===== src/rtl/child_launch_sequencer.sv =====
// Run-control sequencer: starts the enabled children one at a time, lowest index
// first, waits for each done, and aborts the run when a child overruns its timeout.
module child_launch_sequencer #(
  parameter int NUM_CHILD = 5,
  parameter int TIMEOUT_W = 8,
  localparam int IDX_W = (NUM_CHILD > 1) ? $clog2(NUM_CHILD) : 1
) (
  input  logic                 clk,
  input  logic                 rst,
  input  logic                 go_i,
  input  logic [NUM_CHILD-1:0] mask_i,
  input  logic [TIMEOUT_W-1:0] timeout_limit_i,
  input  logic [NUM_CHILD-1:0] child_done_i,
  output logic [NUM_CHILD-1:0] child_start_o,
  output logic                 busy_o,
  output logic                 done_o,
  output logic                 timeout_o,
  output logic [IDX_W-1:0]     fail_idx_o,
  output logic [NUM_CHILD-1:0] completed_o
);

  // Child handshake: child_start_o[i] is a single-cycle request pulse; the child
  // answers with child_done_i[i] no earlier than the cycle after the pulse, and
  // the answer is only honoured while the sequencer is waiting on that child.
  typedef enum logic [2:0] {
    S_IDLE   = 3'd0,
    S_LAUNCH = 3'd1,
    S_WAIT   = 3'd2,
    S_NEXT   = 3'd3,
    S_FINISH = 3'd4
  } state_t;

  state_t                 state_q, state_d;
  logic [IDX_W-1:0]       idx_q, idx_d;
  logic [TIMEOUT_W-1:0]   timer_q, timer_d;
  logic [NUM_CHILD-1:0]   mask_q, mask_d;
  logic [NUM_CHILD-1:0]   start_q, start_d;
  logic                   busy_q, busy_d;
  logic                   done_q, done_d;
  logic                   timeout_q, timeout_d;
  logic [IDX_W-1:0]       fail_idx_q, fail_idx_d;
  logic [NUM_CHILD-1:0]   completed_q, completed_d;
  logic [IDX_W:0]         hit;

  // Returns {found, index} of the lowest set bit of m at or above position from.
  function automatic logic [IDX_W:0] find_set(input logic [NUM_CHILD-1:0] m,
                                               input int from);
    logic [IDX_W:0] r;
    r = '0;
    for (int i = NUM_CHILD - 1; i >= 0; i--) begin
      if (m[i] && (i >= from)) r = {1'b1, IDX_W'(i)};
    end
    return r;
  endfunction

  always_comb begin
    state_d     = state_q;
    idx_d       = idx_q;
    timer_d     = timer_q;
    mask_d      = mask_q;
    timeout_d   = timeout_q;
    fail_idx_d  = fail_idx_q;
    completed_d = completed_q;
    start_d     = '0;
    // IDLE searches the incoming mask; NEXT searches the latched one above idx.
    if (state_q == S_IDLE) hit = find_set(mask_i, 0);
    else                   hit = find_set(mask_q, int'(idx_q) + 1);

    case (state_q)
      S_IDLE: begin
        if (go_i) begin
          mask_d      = mask_i;
          timeout_d   = 1'b0;
          fail_idx_d  = '0;
          completed_d = '0;
          if (hit[IDX_W]) begin
            idx_d   = hit[IDX_W-1:0];
            state_d = S_LAUNCH;
          end else begin
            state_d = S_FINISH;
          end
        end
      end
      S_LAUNCH: begin
        timer_d = '0;
        state_d = S_WAIT;
      end
      S_WAIT: begin
        if (child_done_i[idx_q]) begin
          completed_d[idx_q] = 1'b1;
          state_d            = S_NEXT;
        end else if ((timeout_limit_i != '0) &&
                     (timer_q == (timeout_limit_i - TIMEOUT_W'(1)))) begin
          timeout_d  = 1'b1;
          fail_idx_d = idx_q;
          state_d    = S_FINISH;
        end else if (timeout_limit_i != '0) begin
          timer_d = timer_q + TIMEOUT_W'(1);
        end else if (timer_q != '1) begin
          // No limit: count up and park at all-ones while waiting forever.
          timer_d = timer_q + TIMEOUT_W'(1);
        end
      end
      S_NEXT: begin
        if (hit[IDX_W]) begin
          idx_d   = hit[IDX_W-1:0];
          state_d = S_LAUNCH;
        end else begin
          state_d = S_FINISH;
        end
      end
      S_FINISH: state_d = S_IDLE;
      default:  state_d = S_IDLE;
    endcase

    // Moore outputs are registered from the state being entered.
    if (state_d == S_LAUNCH) start_d[idx_d] = 1'b1;
    busy_d = (state_d != S_IDLE);
    done_d = (state_d == S_FINISH);
  end

  always_ff @(posedge clk or posedge rst) begin
    if (rst) begin
      state_q     <= S_IDLE;
      idx_q       <= '0;
      timer_q     <= '0;
      mask_q      <= '0;
      start_q     <= '0;
      busy_q      <= 1'b0;
      done_q      <= 1'b0;
      timeout_q   <= 1'b0;
      fail_idx_q  <= '0;
      completed_q <= '0;
    end else begin
      state_q     <= state_d;
      idx_q       <= idx_d;
      timer_q     <= timer_d;
      mask_q      <= mask_d;
      start_q     <= start_d;
      busy_q      <= busy_d;
      done_q      <= done_d;
      timeout_q   <= timeout_d;
      fail_idx_q  <= fail_idx_d;
      completed_q <= completed_d;
    end
  end

  assign child_start_o = start_q;
  assign busy_o        = busy_q;
  assign done_o        = done_q;
  assign timeout_o     = timeout_q;
  assign fail_idx_o    = fail_idx_q;
  assign completed_o   = completed_q;

endmodule


===== config.mk =====
export PLATFORM = sky130hd
export DESIGN_NAME = child_launch_sequencer
export DESIGN_NICKNAME = d
export VERILOG_FILES = /design/src/rtl/child_launch_sequencer.sv
export SDC_FILE = /design/constraint.sdc
export NUM_CORES = 1
export LEC_CHECK = 0
export BUFFER_PORTS_ARGS = -buffer_cell sky130_fd_sc_hd__buf_2
export CAP_MARGIN = 15
export CORE_MARGIN = 2
export CORE_UTILIZATION = 58
export DETAILED_ROUTE_END_ITERATION = 8
export PLACE_DENSITY = 0.82
export SLEW_MARGIN = 20
export SYNTH_ARGS = -nofsm -noshare
export SYNTH_HDL_FRONTEND = slang
export SYNTH_SLANG_ARGS = --single-unit

===== constraint.sdc =====
create_clock -name clk -period 5.1 [get_ports clk]
set_clock_uncertainty 0.2 [all_clocks]
set_input_delay 1.02 -clock clk [delete_from_list [all_inputs] [get_ports clk]]
set_output_delay 1.02 -clock clk [all_outputs]
set_load 0.01 [all_outputs]

==> flow_summary.html <==
<table>
<tr><th>Metric</th><th>Value</th></tr>
<tr><th colspan="2">Run status</th></tr>
<tr><td>Result of the run</td><td>finished clean</td></tr>
<tr><th colspan="2">STA</th></tr>
<tr><td>Worst slew margin relative to its limit</td><td>50.12%</td></tr>
<tr><td>Setup Viol. Count Final</td><td>0</td></tr>
<tr><td>RSZ-0062 raised after global routing</td><td>false</td></tr>
<tr><td>Hold Violations, Final</td><td>0</td></tr>
<tr><td>Transition time at the pin with the least slew margin</td><td>around 740 ps</td></tr>
<tr><td>Total count of max-transition violations in the final report</td><td>0</td></tr>
<tr><td>Final critical-path setup slack</td><td>1669 ps</td></tr>
<tr><td>Final critical delay including setup and external delays</td><td>around 3400 ps</td></tr>
<tr><td>Fmax</td><td>291.5 MHz</td></tr>
<tr><td>Tcrit/Tclk final</td><td>67.27%</td></tr>
<tr><td>Final-layout setup total negative slack</td><td>0 ps</td></tr>
<tr><th colspan="2">Floorplanning</th></tr>
<tr><td>I/O pin count</td><td>37</td></tr>
<tr><td># rows</td><td>22</td></tr>
<tr><td>Die ar.</td><td>around 4200 µm²</td></tr>
<tr><td>Core footprint</td><td>3633 µm²</td></tr>
<tr><td>Die W</td><td>65.07 µm</td></tr>
<tr><td>Chip height</td><td>between 60 and 70 µm</td></tr>
<tr><td>Starting Density</td><td>59.54%</td></tr>
<tr><th colspan="2">Synth</th></tr>
<tr><td>Synthesized instance count</td><td>around 230</td></tr>
<tr><td>Sequential element share of the synthesized area</td><td>around two fifths</td></tr>
<tr><td>Net count after synthesis</td><td>257</td></tr>
<tr><td>Post-synthesis cell type count</td><td>52</td></tr>
<tr><td>Count of flip-flops with a built-in enable after synthesis</td><td>0</td></tr>
<tr><td>Share of the synthesized area in the top cell type</td><td>40.49%</td></tr>
<tr><td>Total of warnings raised by yosys</td><td>0</td></tr>
<tr><td>Top FF cell, synth</td><td>sky130_fd_sc_hd__dfrtp_1</td></tr>
<tr><td>Syn Std Cell Area</td><td>approximately 2200 µm²</td></tr>
<tr><td>Post-synthesis area per instance</td><td>9.365 µm²</td></tr>
<tr><td>Ranking of synthesized cells by area</td><td>sky130_fd_sc_hd__dfrtp_1, sky130_fd_sc_hd__mux2i_1, sky130_fd_sc_hd__nand2_1, sky130_fd_sc_hd__mux2_2, sky130_fd_sc_hd__ha_1</td></tr>
<tr><td>Post-synthesis register bit count</td><td>35</td></tr>
<tr><td>Synth area leader</td><td>sky130_fd_sc_hd__dfrtp_1</td></tr>
<tr><td>Share of flip-flops with an asynchronous set or reset after synthesis</td><td>100.0%</td></tr>
<tr><th colspan="2">Detailed routing</th></tr>
<tr><td>Initial drt markers</td><td>around 150</td></tr>
<tr><td>Routed Wire Length</td><td>4.571 mm</td></tr>
<tr><td>Vias</td><td>1851</td></tr>
<tr><td>Post-route antenna net violation count</td><td>0</td></tr>
<tr><td>Via density per instance</td><td>5.895</td></tr>
<tr><td>Detailed Routing Iterations Pass 1</td><td>4</td></tr>
<tr><td>Avg WL per Cell</td><td>14.56 µm</td></tr>
<tr><td>Post-detailed-route DRC marker count</td><td>0</td></tr>
<tr><th colspan="2">Power</th></tr>
<tr><td>Leakage component of the power</td><td>0.001157 µW</td></tr>
<tr><td>Reg power frac</td><td>between 30 and 40%</td></tr>
<tr><td>Net Sw Power</td><td>455.6 µW</td></tr>
<tr><td>Pwr dens</td><td>458.4 nW/µm²</td></tr>
<tr><td>Share of power burned in the clock network</td><td>about a fifth</td></tr>
<tr><td>Internal Dissipation</td><td>just under 700 µW</td></tr>
<tr><td>Share of total power in combinational logic</td><td>41.5%</td></tr>
<tr><td>Switching Share</td><td>40.18%</td></tr>
<tr><td>Worst IR drop on VDD</td><td>373.1 µV</td></tr>
<tr><th colspan="2">CTS</th></tr>
<tr><td>Post-cts resize count</td><td>0</td></tr>
<tr><td>Hold buffer count at cts</td><td>0</td></tr>
<tr><td>CTS tree</td><td>built</td></tr>
<tr><td>Skew-Pair Late Insertion Delay</td><td>a little under 300 ps</td></tr>
<tr><td>Setup Buffers After CTS</td><td>0</td></tr>
<tr><td>Level count of the clock H-tree</td><td>2</td></tr>
<tr><td>Number of clock sinks seen by CTS</td><td>35</td></tr>
<tr><td>Clk root buf</td><td>sky130_fd_sc_hd__clkbuf_8</td></tr>
<tr><td>CTS buffer count</td><td>5</td></tr>
<tr><td>Clock edge transition at the registers on the reported setup and hold paths</td><td>around 70 ps</td></tr>
<tr><td>Maximum count of clock buffers along a single path</td><td>2</td></tr>
<tr><th colspan="2">Cells and area</th></tr>
<tr><td>Final net count</td><td>between 200 and 300</td></tr>
<tr><td>Proportion of layout cells with a drive suffix above 1</td><td>21.80%</td></tr>
<tr><td>Area growth syn-to-layout</td><td>14.34%</td></tr>
<tr><td>Post-route core utilization</td><td>between 60% and 70%</td></tr>
<tr><td>Antenna cells</td><td>0</td></tr>
<tr><th colspan="2">Critical path</th></tr>
<tr><td>Setup Crit Path Kind</td><td>input port to flop</td></tr>
<tr><td>Crit-path leading delay family</td><td>compound AO/OA/AOI/OAI gates</td></tr>
<tr><td>Required time at the endpoint of the critical path</td><td>5110 ps</td></tr>
<tr><td>Number of buffer and inverter instances along the worst setup path</td><td>3</td></tr>
<tr><td>Startpoint Class</td><td>input port</td></tr>
<tr><td>Ordered list of cells on the worst path</td><td>buf_2 &gt; inv_1 &gt; ha_1 &gt; xnor3_1 &gt; a32o_1 &gt; a221oi_1 &gt; a2111oi_2 &gt; buf_4 &gt; a2111oi_0 &gt; mux2i_1</td></tr>
<tr><td>Critical Path AT</td><td>3440 ps</td></tr>
<tr><td>Worst r2r path cells</td><td>7</td></tr>
<tr><td>Crit path max fanout</td><td>12</td></tr>
<tr><td>Worst path depth</td><td>10</td></tr>
<tr><td>Critical Path End Type</td><td>flop</td></tr>
<tr><td>Largest stage delay, worst path</td><td>about 530 ps</td></tr>
<tr><td>Cell with the largest stage delay on the worst path</td><td>sky130_fd_sc_hd__a2111oi_0</td></tr>
<tr><th colspan="2">Place</th></tr>
<tr><td>Input/output buffers</td><td>36</td></tr>
<tr><td>Pre-CTS worst setup slack</td><td>roughly 1400 ps</td></tr>
<tr><td>Placed wire-length estimate after detailed placement</td><td>3.306 mm</td></tr>
<tr><td>Routability-driven placement congestion ratio</td><td>0.8206</td></tr>
<tr><th colspan="2">Global route</th></tr>
<tr><td>Global-route wire length before repair</td><td>8.024 mm</td></tr>
<tr><td>Initial antenna violation count</td><td>0</td></tr>
<tr><td>Overall track demand over capacity in global routing</td><td>24.83%</td></tr>
<tr><td>Residual overflow from global routing</td><td>0</td></tr>
<tr><td>Via count of the first global-routing pass</td><td>1734</td></tr>
<tr><td>Maximum number of pins on one net before global-route repair</td><td>36</td></tr>
<tr><th colspan="2">Flow run</th></tr>
<tr><td>Max-cap violations</td><td>0</td></tr>
<tr><th colspan="2">Hold path</th></tr>
<tr><td>Class of the tightest hold or removal check</td><td>flop to flop</td></tr>
<tr><td>Count of cells along the worst hold path</td><td>1</td></tr>
</table>
==> layout by cell type (no fill, tap or decap), drive strengths merged, types with 8 or more instances in the layout <==
cell	instances
a21oi	10
buf	38
clkbuf	8
dfrtp	35
inv	9
mux2i	11
nand2	29
nor2	9
==> cells in the mapped netlist (5+ instances only) <==
cell type / count
sky130_fd_sc_hd__inv_1: 9
sky130_fd_sc_hd__o21ai_0: 7
sky130_fd_sc_hd__nor4_1: 5
sky130_fd_sc_hd__nand2b_1: 7
sky130_fd_sc_hd__dfrtp_1: 35
sky130_fd_sc_hd__nand3b_1: 5
sky130_fd_sc_hd__mux2_2: 6
sky130_fd_sc_hd__ha_1: 5
sky130_fd_sc_hd__nand3_1: 5
sky130_fd_sc_hd__nor3_1: 7
sky130_fd_sc_hd__nor2b_1: 5
sky130_fd_sc_hd__nand2_1: 29
sky130_fd_sc_hd__mux2i_1: 11
sky130_fd_sc_hd__o21a_1: 6
sky130_fd_sc_hd__clkbuf_1: 9
sky130_fd_sc_hd__a21oi_1: 10
sky130_fd_sc_hd__nor2_1: 9
sky130_fd_sc_hd__nand4_1: 6
==> cells by family after synthesis <==
kind of cell	synth area share, %
buf+inv	3.875
fa+ha+maj	2.892
simple gates	24.81
compound gates	16.66
flops	40.49
mux	8.213
xor+xnor	3.066
==> area by class of cell <==
type,count,area [µm²]
Sequential cell,35,875.8
Clock buffer,8,100.1
Tap cell,48,60.06
Fill cell,309,1160
Multi-Input combinational cell,176,1209
Inverter,9,33.78
Timing Repair Buffer,38,195.2
==> worst paths after layout <==
path                                     from               end  slack (ps)
min                            completed_o[1]    completed_o[1]         290
max in group asynchronous                 rst        timer_q[5]        3790
min in group asynchronous                 rst    completed_o[2]         610
min reg2reg                    completed_o[1]    completed_o[1]         290
max reg2reg                          idx_q[0]  child_start_o[0]        2190
max                        timeout_limit_i[0]        timer_q[6]        1670
==> power groups by stage <==
stage          Sequential [µW]  Clock (µW)  Combinational (µW)
2_1_floorplan              422           0                 366
3_3_place_gp               441           0                 452
3_5_place_dp               444           0                 466
4_1_cts                    441         222                 471
5_1_grt                    455         236                 530
6_report                   443         221                 470
==> per-layer routing <==
| layer | GRT usage, % | wire length [µm] | part of all wire [%] | vias up |
|---|---|---|---|---|
| met5 | 0 | 0 | 0 | - |
| met4 | 7.813 | 58 | 1.3 | 0 |
| met3 | 5.382 | 195 | 4.3 | 7 |
| met2 | 39.82 | 2183 | 48 | 47 |
| met1 | 33.79 | 2134 | 47 | 873 |
| li1 | - | - | - | 924 |
==> state kept, by name, summed over array words and instances, names as in the netlist <==
register and flops:
mask_q 5, child_start_o 5, idx_q 3, timer_q 8, done_o 1, timeout_o 1
completed_o 5, fail_idx_o 3, busy_o 1, state_q 3
==> per-stage QoR <==
step | hold WS, ps | cell area [µm²] | cells | power [µW]
after floorplan | 280.0 | 2163 | 231 | 787.3
after global placement | 269.3 | 2374 | 306 | 892.8
after detailed placement | 279.1 | 2374 | 306 | 910.1
after CTS | 294.0 | 2474 | 314 | 1134
after global routing | 313.1 | 2474 | 314 | 1221
final | 293.4 | 2474 | 314 | 1134
Note: power is estimated with default switching activity, not from simulation.
